==> config.mk <==
export PLATFORM = sky130hd
export DESIGN_NAME = mult_seq16
export DESIGN_NICKNAME = d
export VERILOG_FILES = /design/src/rtl/mult_seq16_pkg.sv /design/src/rtl/mult_seq16_cpa16.sv /design/src/rtl/mult_seq16.sv
export SDC_FILE = /design/constraint.sdc
export NUM_CORES = 1
export LEC_CHECK = 0
export ABC_AREA = 0
export ABC_CLOCK_PERIOD_IN_PS = 19600
export CORE_ASPECT_RATIO = 1.25
export CORE_MARGIN = 2
export CORE_UTILIZATION = 55
export CTS_BUF_LIST = sky130_fd_sc_hd__clkbuf_4
export DETAILED_ROUTE_END_ITERATION = 16
export PLACE_DENSITY = 0.83
export SLEW_MARGIN = 20
export SYNTH_ARGS = -nofsm -noshare
export SYNTH_HDL_FRONTEND = slang
export SYNTH_HIERARCHICAL = 1
export SYNTH_SLANG_ARGS = --single-unit
==> constraint.sdc <==
create_clock -name clk -period 19.6 [get_ports clk]
set_input_delay 3.92 -clock clk [delete_from_list [all_inputs] [get_ports clk]]
set_output_delay 3.92 -clock clk [all_outputs]
set_load 0.02 [all_outputs]
==> src/rtl/mult_seq16_pkg.sv <==
// Shared constants and state encoding for the sequential 16x16 shift-and-add multiplier.
package mult_seq16_pkg;

  localparam int MULT_WIDTH = 16;
  localparam int ITER_LAST  = MULT_WIDTH - 1;

  // 2'b11 is unused; the FSM falls back to IDLE from it.
  typedef enum logic [1:0] {
    IDLE = 2'b00,
    RUN  = 2'b01,
    DONE = 2'b10
  } state_t;

endpackage

==> src/rtl/mult_seq16_cpa16.sv <==
// 16-bit ripple carry-propagate adder: S/Cout = A + B + Cin.
module mult_seq16_cpa16 (
  input  logic [15:0] A,
  input  logic [15:0] B,
  input  logic        Cin,
  output logic [15:0] S,
  output logic        Cout
);

  logic c;

  always_comb begin
    c = Cin;
    S = '0;
    for (int i = 0; i < 16; i++) begin
      S[i] = A[i] ^ B[i] ^ c;
      c    = (A[i] & B[i]) | (c & (A[i] ^ B[i]));
    end
    Cout = c;
  end

endmodule

==> src/rtl/mult_seq16.sv <==
// Unsigned sequential multiplier: one partial-product bit per clock through a 16-bit adder,
// start/ready/done handshake, registered 2*WIDTH product.
module mult_seq16
  import mult_seq16_pkg::*;
#(
  parameter int WIDTH = MULT_WIDTH,
  parameter int CNT_W = 4
) (
  input  logic               clk,
  input  logic               rst_n,
  input  logic               start,
  input  logic [WIDTH-1:0]   a,
  input  logic [WIDTH-1:0]   b,
  output logic               ready,
  output logic               busy,
  output logic               done,
  output logic [2*WIDTH-1:0] product
);

  localparam logic [CNT_W-1:0] LAST = CNT_W'(WIDTH - 1);

  state_t             state, state_nx;
  logic [WIDTH-1:0]   mcand;
  logic [WIDTH-1:0]   acc_hi;
  logic [WIDTH-1:0]   acc_lo;
  logic [CNT_W-1:0]   cnt;

  logic [WIDTH-1:0]   add_b;
  logic [WIDTH-1:0]   sum;
  logic               cout;
  logic [WIDTH-1:0]   acc_hi_nx;
  logic [WIDTH-1:0]   acc_lo_nx;

  // Partial product is gated by the current multiplier LSB; cout feeds the accumulator MSB.
  assign add_b     = acc_lo[0] ? mcand : '0;
  assign acc_hi_nx = {cout, sum[WIDTH-1:1]};
  assign acc_lo_nx = {sum[0], acc_lo[WIDTH-1:1]};

  mult_seq16_cpa16 u_cpa (
    .A    (acc_hi),
    .B    (add_b),
    .Cin  (1'b0),
    .S    (sum),
    .Cout (cout)
  );

  always_comb begin
    state_nx = IDLE;
    case (state)
      IDLE:    state_nx = start ? RUN : IDLE;
      RUN:     state_nx = (cnt == LAST) ? DONE : RUN;
      DONE:    state_nx = IDLE;
      default: state_nx = IDLE;
    endcase
  end

  always_ff @(posedge clk) begin
    if (!rst_n) begin
      state   <= IDLE;
      mcand   <= '0;
      acc_hi  <= '0;
      acc_lo  <= '0;
      cnt     <= '0;
      product <= '0;
    end else begin
      state <= state_nx;
      case (state)
        IDLE: begin
          if (start) begin
            mcand  <= a;
            acc_lo <= b;
            acc_hi <= '0;
            cnt    <= '0;
          end
        end
        RUN: begin
          acc_hi <= acc_hi_nx;
          acc_lo <= acc_lo_nx;
          cnt    <= cnt + 1'b1;
          if (cnt == LAST) product <= {acc_hi_nx, acc_lo_nx};
        end
        default: ;
      endcase
    end
  end

  assign ready = (state == IDLE);
  assign busy  = (state == RUN) || (state == DONE);
  assign done  = (state == DONE);

endmodule

==> metrics.yaml <==
clockBufferDepth: 2
post-place-ws_ps: 12330
outcome: "finished, final reports clean"
clkLatencyLatePin_ps: 430
syn_to_final_growth_pct: 20.6
routedWlPerCell_microns: 13.5
avgSynthCellArea_sq_um: 8.76
antenna_found_initial: 0
grt_use_total_pct: 21.1
worst_slew_pin_slew_ps: 1000
cp_common_cell: "fa_1"
dp_hpwl_microns: 5360
fin_util_pct: 67.4
clkSlewWorstSetupHoldPaths_ps: 110
cts_tree: "done"
portBuffers: 69
dp_cells: 565
viasPerCell: 5.33
critPathCaptureType: "register"
finalWorstSetupSlack_ps: 12160
rows: 34
dieArea_sq_mm: 0.00765
p_sw_uw: 81.9
vias: 3095
stdcell_area_sq_mm: 0.00461
cp_slowest_cell: "dfxtp_1"
ys_warn_count: 6
gp_congestion: 0.843
final_max_slew_viol_count: 0
drive_gt1_share_pct: 6.52
placed_area_sq_mm: 0.00448
p_comb_share_pct: 11.9
hold_viol: 0
start_util_pct: 55.9
n_antenna_cell: 0
drtIter0Drc: 149
fp.dieW_microns: 78.6
numClockSinks: 86
crit_path_start_kind: "register"
cpPeakStageDelay_ps: 450
grt_max_degree: 67
synthCells: 437
setup_tns_ps: 0
dieHeight_microns: 97.3
syn_area_sq_mm: 0.00383
synth_enable_flop_cells: 0
rsz0062_at_grt: "false"
drt-pass1-iter-count: 5
htree_levels: 3
ctsResizeCount: 0
nets: 541
pin_count: 70
synth_nets: 492
ant_nets: 0
async_flop_share_pct: 0
worstPathCellList: "and2_1 > fa_1 > inv_1 > fa_1 > inv_1 > fa_1 > fa_1 > fa_1 > fa_1 > fa_1 > fa_1 > fa_1 > fa_1 > fa_1 > fa_1 > fa_1 > fa_1 > fa_1 > inv_1 > fa_1 > inv_1 > nand3_1 > a21oi_1"
grt_remaining_overflow: 0
grt_pass1_wl_microns: 12900
synth_ff_type: "dfxtp_1"
drv_cap: 0
hold_path.class: "reg2reg"
period_needed_ps: 7440
core_area_sq_mm: 0.00685
peakVddDrop_mv: 0.0434
power_per_cell_area_mw_per_mm2: 69.4
post-cts-setup-buffer-count: 0
p_sw_share_pct: 25.6
fillers: 567
path_class: "reg2reg"
fin_crit_sh_pct: 37.9
grt_pass1_vias: 2812
crit_fanout: 17
intPower_uw: 238
synthDistinctLibCells: 30
final-setup-viol-count: 0
synth-seq-cells: 86
ctsRootBufferMaster: "clkbuf_4"
fmax_mhz: 134
critPathRequiredTime_ps: 19940
final_cells: 581
post-route-drc-count: 0
cts_buffers: 9
seqPwrFrac_pct: 57.8
leakage_uw: 0.00169
clkPwrFrac_pct: 30.2
totalWireLength_microns: 7850
arrival_ps: 7770
max-slew-margin-rel_pct: 33.3
skew_ps: 17.2
ys_seq_area_share_pct: 45.0
holdBufCountCts: 0
==> layer usage <==
| layer | up-vias | GRT usage (%) | routed length (microns) |
|---|---|---|---|
| li1 | 1562 | - | - |
| met1 | 1456 | 26.1 | 3360 |
| met2 | 70 | 36.6 | 4060 |
| met3 | 7 | 4.55 | 327 |
| met4 | 0 | 6.48 | 100 |
| met5 | - | 0 | 0 |
==> worst paths after layout <==
kind / from / end / slack, ps / depth (start not counted)
min reg2reg: mcand[0] / mcand[0] / 460 / 2
min: mcand[0] / mcand[0] / 460 / 2
max reg2reg: acc_lo[0] / acc_hi[14] / 12160 / 23
max: acc_lo[0] / acc_hi[14] / 12160 / 23
==> cells in the mapped netlist (2+ instances only) <==
library cell	number	area, sq um
ha_1	4	50.1
dfxtp_1	86	1720
fa_1	16	320
buf_1	4	15.0
nand2_1	84	315
inv_1	13	48.8
o21ai_0	30	150
a211oi_1	6	45.0
and2_1	17	106
a211oi_2	10	125
nand3_1	53	265
a21oi_1	36	180
clkbuf_1	14	52.6
mux2i_1	17	170
nor2_1	18	67.6
buf_2	12	60.1
buf_6	3	33.8
o21ai_1	2	10.0
==> through the flow <==
step / hold slack, ps / power (uW)
2_1_floorplan: 432 / 216
3_3_place_gp: 438 / 226
3_5_place_dp: 442 / 227
4_1_cts: 458 / 321
5_1_grt: 484 / 333
6_report: 455 / 320
==> sequential cells by signal, summed over array words and instances, names as in the netlist <==
register	flops
acc_lo	16
product	32
acc_hi	16
state	2
mcand	16
cnt	4
==> layout by cell type, fill, tap and decap left out, types with 2 or more instances in the layout <==
cell,n
a211oi_1,6
a211oi_2,10
a21oi_1,36
and2_1,17
buf_4,3
clkbuf_4,11
clkdlybuf4s50_1,68
clkinv_1,2
dfxtp_1,86
fa_1,16
ha_1,3
inv_1,13
mux2i_1,17
nand2_1,84
nand3_1,53
nor2_1,18
o21ai_0,30
o21ai_1,2
==> area by class of cell <==
cell class	instances	area, sq um	share of cell area (%)
multi-input cells	303	1890	40.9
inverters	14	52.6	1.14
clock inverters	5	50.0	1.08
flip-flops and latches	86	1720	37.3
well taps	90	113	2.44
repair buffers	72	708	15.3
clock buffers	11	82.6	1.79
==> cells by family (layout without fill, tap and decap cells) <==
family,Yosys count,count (layout),share of synthesized area (%)
other cells,1,1,0.0980
mux,18,18,4.84
flops,86,86,45.0
buf+inv,48,102,5.79
simple gates,178,178,20.9
compound gates,86,86,13.7
fa+ha+maj,20,20,9.68
==> critical path: cells and delay by family (launching register included) <==
family / cells / cell delay (ps)
AO/OA/AOI/OAI: 1 / 190
adder cells (fa/ha/maj): 16 / 6150
buffers and inverters: 4 / 300
flip-flops: 1 / 450
AND/OR/NAND/NOR: 2 / 290
==> power by group through the flow <==
stage	clock network, uW	logic (uW)	registers, uW
2_1_floorplan	0	28.1	187
3_3_place_gp	0	37.5	189
3_5_place_dp	0	38.2	189
4_1_cts	97.9	38.4	185
5_1_grt	105	42.2	186
6_report	96.7	38.2	185
No activity file was read; power rests on OpenSTA's default activity.
